[config.mk]
export PLATFORM = sky130hd
export DESIGN_NAME = mips_mc_ctrl
export DESIGN_NICKNAME = d
export VERILOG_FILES = /design/src/rtl/mips_mc_ctrl.sv
export SDC_FILE = /design/constraint.sdc
export NUM_CORES = 1
export LEC_CHECK = 0
export BUFFER_PORTS_ARGS = -buffer_cell sky130_fd_sc_hd__clkbuf_2
export CAP_MARGIN = 30
export CORE_ASPECT_RATIO = 0.75
export CORE_MARGIN = 2
export CORE_UTILIZATION = 35
export DETAILED_ROUTE_END_ITERATION = 10
export PLACE_DENSITY = 0.62
export SKIP_LAST_GASP = 1
export SYNTH_ARGS = -nofsm -noshare
export SYNTH_HDL_FRONTEND = slang
export SYNTH_SLANG_ARGS = --single-unit
[constraint.sdc]
create_clock -name clk -period 6.8 [get_ports clk]
set_clock_uncertainty 0.2 [all_clocks]
set_input_delay 1.02 -clock clk [delete_from_list [all_inputs] [get_ports clk]]
set_output_delay 1.02 -clock clk [all_outputs]
set_load 0.01 [all_outputs]
[src/rtl/mips_mc_ctrl.sv]
// Multi-cycle main controller for the 32-bit MIPS datapath.
// Sequences one instruction over several cycles. Memory accesses use a
// ready handshake with a bounded wait (MEM_TIMEOUT, 0 = unbounded).
// Optional build macro MIPS_MC_CTRL_PERF_EN adds a retired-instruction
// counter output instr_cnt_o.
module mips_mc_ctrl #(
    parameter int unsigned MEM_TIMEOUT = 15,
    parameter int unsigned CNT_W       = 32
) (
    input  logic             clk,
    input  logic             rst_n,
    input  logic [5:0]       opcode_i,
    input  logic             zero_i,
    input  logic             mem_ready_i,
    output logic             mem_rd_o,
    output logic             mem_wr_o,
    output logic             sel_iord_o,
    output logic             sel_alusrca_o,
    output logic [1:0]       sel_alusrcb_o,
    output logic [1:0]       sel_pcsrc_o,
    output logic             sel_memtoreg_o,
    output logic             sel_regdst_o,
    output logic [1:0]       alu_op_o,
    output logic             pc_we_o,
    output logic             ir_we_o,
    output logic             reg_we_o,
    output logic             illegal_op_o,
    output logic             mem_err_o,
    output logic [3:0]       state_o
`ifdef MIPS_MC_CTRL_PERF_EN
    ,
    output logic [CNT_W-1:0] instr_cnt_o
`endif
);

    localparam logic [5:0] OpRtype = 6'b000000;
    localparam logic [5:0] OpLw    = 6'b100011;
    localparam logic [5:0] OpSw    = 6'b101011;
    localparam logic [5:0] OpBeq   = 6'b000100;
    localparam logic [5:0] OpAddi  = 6'b001000;
    localparam logic [5:0] OpJ     = 6'b000010;

    // Counter only has to hold 0 .. MEM_TIMEOUT-1; hitting the last value
    // without ready is the timeout.
    localparam int unsigned WaitW = (MEM_TIMEOUT > 1) ? $clog2(MEM_TIMEOUT) : 1;
    localparam logic [WaitW-1:0] WaitLast =
        WaitW'((MEM_TIMEOUT > 0) ? (MEM_TIMEOUT - 1) : 32'd0);

    typedef enum logic [3:0] {
        StFetch  = 4'd0,
        StDecode = 4'd1,
        StMemAdr = 4'd2,
        StMemRd  = 4'd3,
        StMemWb  = 4'd4,
        StMemWr  = 4'd5,
        StExec   = 4'd6,
        StAluWb  = 4'd7,
        StBranch = 4'd8,
        StAddiEx = 4'd9,
        StAddiWb = 4'd10,
        StJump   = 4'd11,
        StTrap   = 4'd12
    } state_e;

    // Moore part of the outputs, registered from the next state.
    typedef struct packed {
        logic       mem_rd;
        logic       mem_wr;
        logic       iord;
        logic       alusrca;
        logic [1:0] alusrcb;
        logic [1:0] pcsrc;
        logic       memtoreg;
        logic       regdst;
        logic [1:0] alu_op;
        logic       pc_we;
        logic       reg_we;
        logic       illegal_op;
    } ctrl_t;

    state_e             state_q, state_d;
    logic [WaitW-1:0]   wait_cnt_q, wait_cnt_d;
    ctrl_t              ctrl_q;
    logic               mem_err_q;
    logic               strobe;
    logic               handshake;
    logic               timeout;
    logic               fetch_done;

    function automatic ctrl_t decode_ctrl(input state_e st);
        ctrl_t c;
        c = '0;
        case (st)
            StFetch: begin
                c.mem_rd  = 1'b1;
                c.alusrcb = 2'b01;
            end
            StDecode: c.alusrcb = 2'b11;
            StMemAdr, StAddiEx: begin
                c.alusrca = 1'b1;
                c.alusrcb = 2'b10;
            end
            StMemRd: begin
                c.mem_rd = 1'b1;
                c.iord   = 1'b1;
            end
            StMemWb: begin
                c.memtoreg = 1'b1;
                c.reg_we   = 1'b1;
            end
            StMemWr: begin
                c.mem_wr = 1'b1;
                c.iord   = 1'b1;
            end
            StExec: begin
                c.alusrca = 1'b1;
                c.alu_op  = 2'b10;
            end
            StAluWb: begin
                c.regdst = 1'b1;
                c.reg_we = 1'b1;
            end
            StBranch: begin
                c.alusrca = 1'b1;
                c.alu_op  = 2'b01;
                c.pcsrc   = 2'b01;
            end
            StAddiWb: c.reg_we = 1'b1;
            StJump: begin
                c.pcsrc = 2'b10;
                c.pc_we = 1'b1;
            end
            StTrap: c.illegal_op = 1'b1;
            default: c = '0;
        endcase
        return c;
    endfunction

    // Next-state, handshake/timeout detection and wait-counter update.
    always_comb begin
        state_d    = state_q;
        wait_cnt_d = wait_cnt_q;
        // Strobe registers are zero right after reset or a timeout, so
        // mem_ready is ignored in that cycle and FETCH simply restarts.
        strobe     = ctrl_q.mem_rd | ctrl_q.mem_wr;
        handshake  = strobe & mem_ready_i;
        timeout    = (MEM_TIMEOUT != 0) && strobe && !mem_ready_i &&
                     (wait_cnt_q == WaitLast);

        case (state_q)
            StFetch: begin
                if (handshake) state_d = StDecode;
            end
            StDecode: begin
                case (opcode_i)
                    OpRtype:   state_d = StExec;
                    OpLw, OpSw: state_d = StMemAdr;
                    OpBeq:     state_d = StBranch;
                    OpAddi:    state_d = StAddiEx;
                    OpJ:       state_d = StJump;
                    default:   state_d = StTrap;
                endcase
            end
            StMemAdr: state_d = (opcode_i == OpSw) ? StMemWr : StMemRd;
            StMemRd: begin
                if (handshake) state_d = StMemWb;
            end
            StMemWr: begin
                if (handshake) state_d = StFetch;
            end
            StExec:   state_d = StAluWb;
            StAddiEx: state_d = StAddiWb;
            default:  state_d = StFetch;
        endcase

        if (timeout) state_d = StFetch;

        if (timeout || (state_d != state_q)) begin
            wait_cnt_d = '0;
        end else if ((MEM_TIMEOUT != 0) && strobe && !mem_ready_i) begin
            wait_cnt_d = wait_cnt_q + 1'b1;
        end
    end

    // State, wait counter and registered Moore outputs; a timeout blanks all
    // outputs for one cycle while mem_err is raised.
    always_ff @(posedge clk or negedge rst_n) begin
        if (!rst_n) begin
            state_q    <= StFetch;
            wait_cnt_q <= '0;
            ctrl_q     <= '0;
            mem_err_q  <= 1'b0;
        end else begin
            state_q    <= state_d;
            wait_cnt_q <= wait_cnt_d;
            ctrl_q     <= timeout ? '0 : decode_ctrl(state_d);
            mem_err_q  <= timeout;
        end
    end

    assign fetch_done = (state_q == StFetch) & handshake;

    assign mem_rd_o       = ctrl_q.mem_rd;
    assign mem_wr_o       = ctrl_q.mem_wr;
    assign sel_iord_o     = ctrl_q.iord;
    assign sel_alusrca_o  = ctrl_q.alusrca;
    assign sel_alusrcb_o  = ctrl_q.alusrcb;
    assign sel_pcsrc_o    = ctrl_q.pcsrc;
    assign sel_memtoreg_o = ctrl_q.memtoreg;
    assign sel_regdst_o   = ctrl_q.regdst;
    assign alu_op_o       = ctrl_q.alu_op;
    assign reg_we_o       = ctrl_q.reg_we;
    assign illegal_op_o   = ctrl_q.illegal_op;
    assign mem_err_o      = mem_err_q;
    assign state_o        = state_q;
    assign ir_we_o        = fetch_done;
    assign pc_we_o        = fetch_done | ctrl_q.pc_we | ((state_q == StBranch) & zero_i);

`ifdef MIPS_MC_CTRL_PERF_EN
    logic [CNT_W-1:0] instr_cnt_q;

    // Count every instruction load into IR; wraps naturally.
    always_ff @(posedge clk or negedge rst_n) begin
        if (!rst_n) begin
            instr_cnt_q <= '0;
        end else if (fetch_done) begin
            instr_cnt_q <= instr_cnt_q + 1'b1;
        end
    end

    assign instr_cnt_o = instr_cnt_q;
`else
    logic unused_cnt_w;
    assign unused_cnt_w = ^CNT_W;
`endif

endmodule

==> flow_summary.toml <==
[synthesis]
ys.flop_type = "dfrtp_1"
syn-cell-area_um2 = 1409
synth.distinct_cells = 54
yosys_warnings = 0
ys_seq_area_share_pct = 40.85
ys_ff_latch = 23
synth_cells = 149
ys_async_sr_fraction_pct = 100.0
syn_nets = 161
postSynthAreaPerCell_um2 = 9.455
synth_edf_count = 0

[cts]
clock-root-buffer = "clkbuf_8"
clock_sinks = 23
cts_buffers = 3
clk_pin_slew_ns = 0.08
cts_tree = "built"
cts_resized = 0
cts_setup_buffers = 0
worst_skew_pair.late_latency_ns = 0.26
htreeDepth = 1
clockBufferDepth = 2
hold_buffers = 0

[critical_path]
cp-end-kind = "output port"
timing.rr.end = "sel_alusrcb_o[1]"
cp_max_fo = 4
critPathLaunchType = "primary input"
worstReg2RegStart = "state_o[3]"
path_class = "in2out"
reg2reg_depth = 6
arrival_ns = 1.87
cp_data_required_time_ns = 5.58
r2r_setup_slack_ns = 4.21

[power_and_ir_drop]
power.net_switching_uw = 239.1
power_uw = 553.2
cellLeakagePower_uw = 0.0007577
p_per_area_nw_per_um2 = 344.1
p_seq_share_pct = 36.3
pwr-share-comb_pct = 48.9
p_int_uw = 314.1
p_sw_share_pct = 43.22
ir_drop_v = 0.0001393
power_frac_clock_pct = 14.8

[grt]
grt_pass1_vias = 1126
grt_max_degree = 24
antenna_found_initial = 0
grtUsageTotal_pct = 14.95
grt_overflow = 0
grt_pass1_wl_mm = 5.306

[route]
vias_per_cell = 5.324
drt-total-wl_mm = 3.166
vias = 1198
ant_nets = 0
drt_pass1_iterations = 4
drt_iter0_drc = 36
drc = 0
wire_per_inst_um = 14.07

[timing]
setup-violations-final = 0
slew_headroom_pct = 48.12
tns_ns = 0
tightest_slew_ns = 0.7758
layout_min_cycle_time_ns = 3.091
period_share_pct = 45.46
slew_violations = 0
hold_viol = 0
worst_slack_ns = 3.709
rsz0062_at_grt = "false"
holdWs_ns = 0.4193
fmax_mhz = 323.5

[floorplanning]
die_x_um = 77.26
die_area_um2 = 4554
pin_count = 31
chipHeight_um = 58.95
coreArea_um2 = 3756
row_count = 19
start_util_pct = 37.51

[worst_hold_path]
min-delay-start = "wait_cnt_q[2]"
min_path_cells = 2
hp-class = "reg2reg"
hold_path_end = "wait_cnt_q[2]"

[final_layout]
fin_nets = 186
area_growth_pct = 14.12
drive_above_1_share_pct = 25.43
diodes = 0
fillCellCount = 403
final_area_um2 = 1608

[placement]
hpwl_mm = 2.458
port_buffers = 30
gp_congestion = 0.8480
placed_cell_area_um2 = 1562
dp_slack_ns = 3.672

[job]
maxCapViolations = 0

[outcome]
outcome = "complete, no violations"
==> flip-flops by register name, summed over array words and instances, names as in the netlist <==
register,cells
alu_op_o,2
ctrl_q,1
illegal_op_o,1
mem_err_o,1
mem_rd_o,1
mem_wr_o,1
reg_we_o,1
sel_alusrca_o,1
sel_alusrcb_o,2
sel_iord_o,1
sel_memtoreg_o,1
sel_pcsrc_o,1
sel_regdst_o,1
state_o,4
wait_cnt_q,4
==> layer usage <==
metal	vias to the layer above	part of all wire [%]	track usage, %
met3	4	5.4	3.834
met1	565	47	20.10
met4	0	0.57	2.551
met5	-	0	0
met2	42	47	25.09
li1	587	-	-
==> area by class of cell <==
type,count,area (um^2),share of cell area (%)
Sequential cell,23,575.6,35.80
Multi-Input combinational cell,110,745.7,46.38
Timing Repair Buffer,30,150.1,9.339
Inverter,6,25.02,1.556
Clock buffer,3,41.29,2.568
Clock inverter,1,5.005,0.3113
Tap cell,52,65.06,4.047
==> layout by cell type, fill, tap and decap left out, drive strengths merged, types with 2 or more instances in the layout <==
cell type and n:
nor2b 2, nand4 3, clkbuf 33, nand2b 5, a211oi 2, and3 5
nand2 7, nor2 18, a21oi 5, mux2i 2, inv 6, nor3 7
dfrtp 23, a32oi 2, o21ai 10, ha 2, xnor2 2, or3b 2
xor2 3, nand3 5, nor4 2
==> power groups by stage <==
stage                     registers, uW  clock network, uW  logic (uW)
after floorplan                     195                  0         208
after global placement              201                  0         271
after detailed placement            203                  0         270
after CTS                           201               86.1         272
after global routing                206               91.6         303
final                               201               82.1         270
==> worst max path at each step <==
stage / start / endpoint
after global routing: mem_ready_i / pc_we_o
final: mem_ready_i / pc_we_o
after CTS: mem_ready_i / pc_we_o
after global placement: opcode_i[1] / sel_pcsrc_o[1]
after floorplan: opcode_i[1] / wait_cnt_q[0]
after detailed placement: opcode_i[1] / wait_cnt_q[1]
==> metrics by stage <==
stage | cells | utilization [%]
floorplan | 149 | -
global placement | 221 | 41.57
detailed placement | 221 | 41.57
CTS | 225 | 42.80
global route | 225 | 42.80
finish | 225 | 42.80
==> synth_stat cells (3+ instances only) <==
cell type / count / area [um^2]
nor2_1: 18 / 67.56
o21ai_0: 8 / 40.04
dfrtp_1: 23 / 575.6
and3_1: 5 / 31.28
buf_4: 6 / 45.04
nand3_1: 5 / 25.02
xor2_1: 3 / 26.28
a21oi_1: 5 / 25.02
inv_1: 5 / 18.77
nor3_1: 7 / 35.03
nand2b_1: 5 / 31.28
nand2_1: 7 / 26.28
==> kinds of logic after synthesis <==
family,Yosys count,share of synthesized area (%)
AOI/OAI and AO/OA,34,19.19
adders and majority gates,2,1.776
buffers and inverters,16,6.217
and+or+nand+nor,66,26.64
DFF,23,40.85
muxes,3,2.220
xor gates and xnor gates,5,3.109
==> critical path, stage by stage <==
cell and delay, ns:
clkbuf_2 0.11, o21ai_1 0.23, o21ai_0 0.13, a31o_2 0.26
clkbuf_2 0.12
Power figures use the tool's default switching activity.
